--- src/rtl/tl45_pkg.sv ---
// Shared tl45 types: opcodes, instruction field positions, decode->ALU buffer.
// Also holds the operand-select helper used by the decode stage.
package tl45_pkg;

  localparam int DATA_W = 32;
  localparam int REG_W  = 4;
  localparam int NREGS  = 1 << REG_W;

  typedef enum logic [4:0] {
    OP_NOP = 5'h00
  } opcode_e;

  localparam opcode_e NOP_OPCODE = OP_NOP;

  localparam int OPC_MSB  = 31;
  localparam int OPC_LSB  = 27;
  localparam int MODE_BIT = 26;
  localparam int DR_LSB   = 22;
  localparam int SR1_LSB  = 18;
  localparam int SR2_LSB  = 14;
  localparam int IMM_MSB  = 15;

  typedef struct packed {
    opcode_e             opcode;
    logic [REG_W-1:0]    dr;
    logic [REG_W-1:0]    sr1;
    logic [REG_W-1:0]    sr2;
    logic [DATA_W-1:0]   sr1_val;
    logic [DATA_W-1:0]   sr2_val;
    logic [31:0]         pc;
  } alu_buf_t;

  // r0 reads as zero; the ALU result outranks the (already bypassed) regfile value.
  function automatic logic [DATA_W-1:0] operand(
    input logic [REG_W-1:0]  sr,
    input logic [REG_W-1:0]  fwd_dr,
    input logic [DATA_W-1:0] fwd_val,
    input logic [DATA_W-1:0] rf_val
  );
    if (sr == '0) return '0;
    if (sr == fwd_dr) return fwd_val;
    return rf_val;
  endfunction

endpackage

--- src/rtl/tl45_regfile.sv ---
// 16 x DATA_W register file: two async reads, one sync write, r0 fixed at zero.
// Reads of the register being written this cycle return the write data.
module tl45_regfile
  import tl45_pkg::*;
(
  input  logic              i_clk,
  input  logic              i_reset,
  input  logic [REG_W-1:0]  i_ra1,
  input  logic [REG_W-1:0]  i_ra2,
  output logic [DATA_W-1:0] o_rd1,
  output logic [DATA_W-1:0] o_rd2,
  input  logic              i_we,
  input  logic [REG_W-1:0]  i_wa,
  input  logic [DATA_W-1:0] i_wd
);

  logic [DATA_W-1:0] mem_q [NREGS];
  logic              wr_en;

  assign wr_en = i_we && (i_wa != '0);

  always_ff @(posedge i_clk) begin
    if (!i_reset) begin
      for (int i = 0; i < NREGS; i++) mem_q[i] <= '0;
    end else if (wr_en) begin
      mem_q[i_wa] <= i_wd;
    end
  end

  assign o_rd1 = (i_ra1 == '0) ? '0 : (wr_en && i_wa == i_ra1) ? i_wd : mem_q[i_ra1];
  assign o_rd2 = (i_ra2 == '0) ? '0 : (wr_en && i_wa == i_ra2) ? i_wd : mem_q[i_ra2];

endmodule

--- src/rtl/tl45_decode.sv ---
// Decode/register-read stage feeding tl45_alu; one cycle inst -> ALU buffer.
// Holds on downstream stall, bubbles one cycle on a RAW hit against the buffered op.
module tl45_decode
  import tl45_pkg::*;
(
  input  logic              i_clk,
  input  logic              i_reset,
  input  logic              i_pipe_stall,
  input  logic              i_pipe_flush,
  output logic              o_pipe_stall,
  output logic              o_pipe_flush,
  input  logic [31:0]       i_buf_inst,
  input  logic [31:0]       i_buf_pc,
  input  logic [REG_W-1:0]  i_fwd_dr,
  input  logic [DATA_W-1:0] i_fwd_val,
  input  logic              i_wb_we,
  input  logic [REG_W-1:0]  i_wb_dr,
  input  logic [DATA_W-1:0] i_wb_val,
  output logic [4:0]        o_opcode,
  output logic [REG_W-1:0]  o_dr,
  output logic [REG_W-1:0]  o_sr1,
  output logic [REG_W-1:0]  o_sr2,
  output logic [DATA_W-1:0] o_sr1_val,
  output logic [DATA_W-1:0] o_sr2_val,
  output logic [31:0]       o_pc
);

  alu_buf_t          buf_q, buf_d;
  logic              mode;
  logic [REG_W-1:0]  dr, sr1, sr2_raw, sr2;
  logic [DATA_W-1:0] rf_rd1, rf_rd2, imm_sext;
  logic              hazard;

  assign mode     = i_buf_inst[MODE_BIT];
  assign dr       = i_buf_inst[DR_LSB +: REG_W];
  assign sr1      = i_buf_inst[SR1_LSB +: REG_W];
  assign sr2_raw  = i_buf_inst[SR2_LSB +: REG_W];
  assign sr2      = mode ? '0 : sr2_raw;
  assign imm_sext = {{(DATA_W-16){i_buf_inst[IMM_MSB]}}, i_buf_inst[IMM_MSB:0]};

  tl45_regfile u_regfile (
    .i_clk   (i_clk),
    .i_reset (i_reset),
    .i_ra1   (sr1),
    .i_ra2   (sr2),
    .o_rd1   (rf_rd1),
    .o_rd2   (rf_rd2),
    .i_we    (i_wb_we),
    .i_wa    (i_wb_dr),
    .i_wd    (i_wb_val)
  );

  // The buffered op's result is not on i_fwd_* yet, so a reader of its dr must wait a cycle.
  assign hazard = (buf_q.opcode != NOP_OPCODE) && (buf_q.dr != '0) &&
                  ((sr1 == buf_q.dr) || (!mode && sr2_raw == buf_q.dr));

  always_comb begin
    buf_d         = '0;
    buf_d.opcode  = opcode_e'(i_buf_inst[OPC_MSB:OPC_LSB]);
    buf_d.dr      = dr;
    buf_d.sr1     = sr1;
    buf_d.sr2     = sr2;
    buf_d.sr1_val = operand(sr1, i_fwd_dr, i_fwd_val, rf_rd1);
    buf_d.sr2_val = mode ? imm_sext : operand(sr2, i_fwd_dr, i_fwd_val, rf_rd2);
    buf_d.pc      = i_buf_pc;
  end

  always_ff @(posedge i_clk) begin
    if (!i_reset) begin
      buf_q <= '0;
    end else if (i_pipe_flush) begin
      buf_q <= '0;
    end else if (!i_pipe_stall) begin
      buf_q <= hazard ? '0 : buf_d;
    end
  end

  assign o_pipe_stall = i_pipe_stall || (hazard && !i_pipe_flush);
  assign o_pipe_flush = i_pipe_flush;

  assign o_opcode  = buf_q.opcode;
  assign o_dr      = buf_q.dr;
  assign o_sr1     = buf_q.sr1;
  assign o_sr2     = buf_q.sr2;
  assign o_sr1_val = buf_q.sr1_val;
  assign o_sr2_val = buf_q.sr2_val;
  assign o_pc      = buf_q.pc;

endmodule

--- config.mk ---
export PLATFORM = sky130hd
export DESIGN_NAME = tl45_decode
export DESIGN_NICKNAME = d
export VERILOG_FILES = /design/src/rtl/tl45_pkg.sv /design/src/rtl/tl45_regfile.sv /design/src/rtl/tl45_decode.sv
export SDC_FILE = /design/constraint.sdc
export NUM_CORES = 1
export LEC_CHECK = 0
export CELL_PAD_IN_SITES_DETAIL_PLACEMENT = 1
export CELL_PAD_IN_SITES_GLOBAL_PLACEMENT = 1
export CORE_ASPECT_RATIO = 0.5
export CORE_MARGIN = 3
export CORE_UTILIZATION = 35
export CTS_BUF_LIST = sky130_fd_sc_hd__clkbuf_16
export CTS_CLUSTER_DIAMETER = 100
export DETAILED_ROUTE_END_ITERATION = 12
export HOLD_SLACK_MARGIN = 0.05
export PLACE_DENSITY_LB_ADDON = 0.05
export SLEW_MARGIN = 20
export SYNTH_ARGS = -nofsm -noshare
export SYNTH_HDL_FRONTEND = slang
export SYNTH_HIERARCHICAL = 1
export SYNTH_SLANG_ARGS = --single-unit
--- constraint.sdc ---
create_clock -name i_clk -period 5.7 [get_ports i_clk]
set_input_delay 1.14 -clock i_clk [delete_from_list [all_inputs] [get_ports i_clk]]
set_output_delay 1.14 -clock i_clk [all_outputs]
set_load 0.02 [all_outputs]
Word-level counts from Yosys, hierarchy flattened --
Memories as Yosys holds them, arrays and structs flattened. Index checks and enable logic that the tools add are counted.
Cells by class: equal/unequal tests 6, mux-type cells 28, bitwise operators 1, reductions and logical operators 18
Operators with widths (number):
- 2-to-1 mux 32 bit | 14
- 2-to-1 mux 113 bit | 1
- OR reduction 32 bit | 1
- equality test 4 bit | 6
- 2-to-1 mux 1 bit | 11
- logical NOT 4 bit | 2
- 2-to-1 mux 4 bit | 2
- nonzero test 4 bit | 2
- logical AND 1 bit | 7
- nonzero test 5 bit | 1
- logical NOT 1 bit | 2
- logical OR 1 bit | 2
- OR reduction 2 bit | 1
- inverter 1 bit | 1
Word-level totals: register bits after elaboration 113, RAM bits 512, bits of input ports 141, output and inout port bits 115, word-level logic and storage cells 61, memories 1
Memory list:
- u_regfile.mem_q | words 16, width 32, read ports 2, clocked after Yosys merged registers in 0, write ports 16, RTL line tl45_regfile.sv:17 | logic [DATA_W-1:0] mem_q [NREGS];

Longest topological paths before layout --
depth in word-level cells 9, depth in mapped cells 13, mapped depth without buffers 8

Hierarchy --
Netlist, hierarchy kept.
By module, submodules not included:
- tl45_regfile | times used 1, cells an instance 1737, area an instance 27991.8 sq um, seq. area each 15374.7 sq um
- tl45_decode | times used 1, cells an instance 566, area an instance 4991.0 sq um, seq. area each 2262.2 sq um

Worst setup path after synthesis --
Ideal clock, no wire load.
kind input -> register, start input i_wb_dr[1], end memory u_regfile.mem_q[13][0] (enable), setup time 466 ps, arrival 3920 ps, data required time 5234 ps, slack 1314 ps, stages 3, path buffers 1, cell sequence buf_4 > nand4b_1 > o21ai_0
RTL lines:
- start: declaration | RTL line tl45_decode.sv:17 | input logic [REG_W-1:0] i_wb_dr,
- end: declaration | RTL line tl45_regfile.sv:17

Final worst setup path --
start input i_buf_inst[14], end output o_pipe_stall
Between the ends: cells in the longest elaborated chain, start to end 6
RTL lines:
- start: declaration | RTL line tl45_decode.sv:12 | input logic [31:0] i_buf_inst,
- equality test 4 bit | RTL line tl45_decode.sv:55 | ((sr1 == buf_q.dr) || (!mode && sr2_raw == buf_q.dr));
- logical AND 1 bit | RTL line tl45_decode.sv:55
- logical OR 1 bit | RTL line tl45_decode.sv:55
- logical AND 1 bit | RTL line tl45_decode.sv:54 | assign hazard = (buf_q.opcode != NOP_OPCODE) && (buf_q.dr != '0) &&
- logical AND 1 bit | RTL line tl45_decode.sv:78 | assign o_pipe_stall = i_pipe_stall || (hazard && !i_pipe_flush);
- logical OR 1 bit | RTL line tl45_decode.sv:78
- end: declaration | RTL line tl45_decode.sv:10 | output logic o_pipe_stall,
No other way between the ends.

==> results_dict.tcl <==
set metrics [dict create \
    rows 78 \
    yosysTopAreaCellShare_pct 46.61 \
    first_pass_iters 5 \
    reg2reg_depth 6 \
    cellPowerDensity_mw_per_mm2 286.7 \
    skew_ns 0.02605 \
    tightest_slew_ns 1.027 \
    clk_path_buf_depth 3 \
    coreArea_mm2 0.09203 \
    yosysSeqAreaShare_pct 53.47 \
    ir_worst_vdd_mv 0.1689 \
    fmax_mhz 220.8 \
    routabilityCongestion 0.7659 \
    synth_edf_count 512 \
    synth_compound_area_share_pct 4.772 \
    synth_xor_area_share_pct 0.5842 \
    mostFrequentLayoutCell "edfxtp_1" \
    htree_num_levels 3 \
    antenna_found_initial 9 \
    route.detailed.drc 0 \
    hold_viol 0 \
    setup_viol 0 \
    synth_warnings 6 \
    r2r_start "o_dr[3]" \
    vias_per_cell 5.562 \
    critPathRequiredTime_ns 4.56 \
    clkSinkCount 625 \
    cp-start-kind "primary input" \
    holdPathEnd "o_sr1_val[8]" \
    outcome "finished clean" \
    arrival_ns 3.39 \
    r2r-end "o_sr2_val[1]" \
    die_area_mm2 0.09818 \
    rrSetupSlack_ns 2.91 \
    synth_area_mm2 0.03298 \
    power.internal_w 0.008308 \
    worst_path_largest_cell_delay_ns 0.76 \
    cts_tree "done" \
    stdcell_area_mm2 0.03924 \
    fin_nets 2661 \
    antenna_left 0 \
    crit_type "in -> out" \
    ctsHoldBuffers 0 \
    wl_per_cell_um 31.54 \
    synth-simple-area-share_pct 12.17 \
    grt_first_pass_wirelength_um 171800 \
    die-height_um 223.1 \
    synth_top_family_by_area "multiplexers" \
    cts.reportedPaths.clkPinSlew_ns 0.06 \
    post-route-min-period_ns 4.530 \
    drtIter0Drc 1530 \
    yosysUniqueCellTypes 45 \
    die_w_um 440.1 \
    synthFlopType "edfxtp_1" \
    clock_latency_ns 0.66 \
    syn_to_final_growth_pct 18.97 \
    fin_hold_ws_ns 0.4533 \
    layout_common_cells "512 x edfxtp_1, 480 x and2_1, 256 x mux4_2" \
    postLayoutCoreUtil_pct 42.64 \
    postCtsSetupBuffers 0 \
    synthCells 2303 \
    cts-resized-gates 0 \
    worstPathCellList "clkdlybuf4s50_1, xnor2_1, nand3_1, o31ai_2, nand2_1, o21ai_0, clkdlybuf4s50_1" \
    p_seq_share_pct 47.2 \
    rsz0062_at_grt "false" \
    grt_max_degree 76 \
    p_sw_share_pct 26.15 \
    drive_gt1_share_pct 19.21 \
    crit_buf_inv 2 \
    crit_fanout 7 \
    dpl_cell_area_mm2 0.03715 \
    cts_buffers 67 \
    worst_setup_path_end_kind "primary output" \
    synth_seq_cells 625 \
    grt_usage_pct 24.57 \
    startpoint "i_buf_inst[14]" \
    power_w 0.01125 \
    critPathTopFamily "buffers and inverters" \
    cp_common_cell "clkdlybuf4s50_1" \
    relSlewSlack_pct 31.53 \
    io_pins 256 \
    initial_core_util_pct 35.84 \
    combPwrFrac_pct 14.4 \
    synthArstFlopShare_pct 0 \
    syn_area_per_cell_um2 14.32 \
    synth-adder-area-share_pct 0 \
    p_sw_w 0.002942 \
    clock_power_share_pct 38.3 \
    max_cap_viol_count 0 \
    synth_area_leaders "edfxtp_1 47%, mux4_2 17%, and2_1 9.1%, mux2i_1 7.3%, dfxtp_1 6.9%" \
    post-synth-top-area-cell "edfxtp_1" \
    grt_pass1_vias 22600 \
    vias 21240 \
    min-delay-start "o_sr1_val[8]" \
    wirelength_um 120400 \
    port_buffers 255 \
    hold_path_class "reg -> reg" \
    worst_path_max_delay_cell "clkdlybuf4s50_1" \
    p_leak_nw 13.56 \
    cts_root_buf "clkbuf_16" \
    period_share_pct 79.47 \
    slew_violations 0 \
    synth_mux_area_share_pct 25.31 \
    hpwl_um 74090 \
    fin_setup_tns_ns 0 \
    grt-ovfl-total 0 \
    holdPathStages 2 \
]
-- area by class of cell --
| cell class | instances | area (µm²) |
|---|---|---|
| Antenna cell | 6 | 15.01 |
| Tap cell | 1240 | 1551 |
| Clock buffer | 73 | 1827 |
| Timing Repair Buffer | 342 | 3417 |
| Fill cell | 9194 | 52790 |
| Multi-Input combinational cell | 1482 | 14540 |
| Clock inverter | 48 | 245.2 |
| Sequential cell | 625 | 17640 |
| Inverter | 2 | 7.507 |
-- cells in the mapped netlist, types with 3 or more instances --
| library cell | instances |
|---|---|
| xor2_1 | 13 |
| a21oi_1 | 47 |
| nor2b_1 | 4 |
| buf_6 | 34 |
| mux4_2 | 256 |
| clkbuf_2 | 3 |
| nor4_2 | 5 |
| edfxtp_1 | 512 |
| dfxtp_1 | 113 |
| buf_1 | 4 |
| a22o_1 | 81 |
| buf_2 | 46 |
| a22oi_1 | 20 |
| mux2_1 | 4 |
| nor4_1 | 3 |
| nor3b_1 | 4 |
| o21ai_0 | 54 |
| mux2_2 | 11 |
| nand2_1 | 98 |
| nand3_1 | 46 |
| clkbuf_1 | 126 |
| o21ai_1 | 21 |
| buf_4 | 12 |
| nand4b_1 | 4 |
| nor2_1 | 20 |
| xnor2_1 | 9 |
| mux2i_1 | 241 |
| and2_1 | 480 |
| nand2b_1 | 9 |
-- worst reg2reg max path: cells and delay by family, from the launching register on --
family | cells | cell delay (ns)
flops | 1 | 0.38
compound gates | 2 | 0.53
buf+inv | 1 | 0.49
simple gates | 3 | 1.30
-- sequential cells by signal, summed over array words and instances, names as in the netlist --
name,cells
o_dr,4
o_opcode,5
o_pc,32
o_sr1,4
o_sr1_val,32
o_sr2,4
o_sr2_val,32
u_regfile/mem_q,512
-- power groups by stage --
stage | Clock, W | Combinational [W] | Sequential (W)
finish | 0.00431 | 0.00163 | 0.00531
global route | 0.00462 | 0.00173 | 0.00534
global placement | 0 | 0.00164 | 0.00540
CTS | 0.00445 | 0.00165 | 0.00531
floorplan | 0 | 0.000949 | 0.00541
detailed placement | 0 | 0.00165 | 0.00541
-- cells by family (layout without fill, tap and decap cells) --
group / count (synthesis) / after routing
AND/OR/NAND/NOR: 684 / 684
flip-flops: 625 / 625
other: 1 / 38
multiplexers: 512 / 512
buffers and inverters: 227 / 465
XOR/XNOR: 22 / 22
AO/OA/AOI/OAI: 232 / 232
-- through the flow --
step	instances	worst slack (ns)
3_5_place_dp	3691	1.039
5_1_grt	3815	1.032
6_report	3818	1.170
3_3_place_gp	3691	1.108
4_1_cts	3812	1.134
2_1_floorplan	2334	1.314
-- per-layer routing --
layer	vias up	wire length, µm	global-route usage (%)
met2	486	59820	41.84
met3	126	4925	3.223
met4	0	2491	5.651
li1	9189	-	-
met1	11430	53200	33.41
met5	-	0	0
-- how the worst max path moves through the flow --
stage | slack (ns) | cells past startpoint | endpoint
finish | 1.17 | 7 | o_pipe_stall
global route | 1.03 | 7 | o_pipe_stall
CTS | 1.13 | 7 | o_pipe_stall
detailed placement | 1.04 | 10 | o_sr2_val[10]
global placement | 1.11 | 10 | o_sr2_val[10]
floorplan | 1.31 | 3 | u_regfile/mem_q[13][0]
Note: power is estimated with default switching activity, not from simulation.
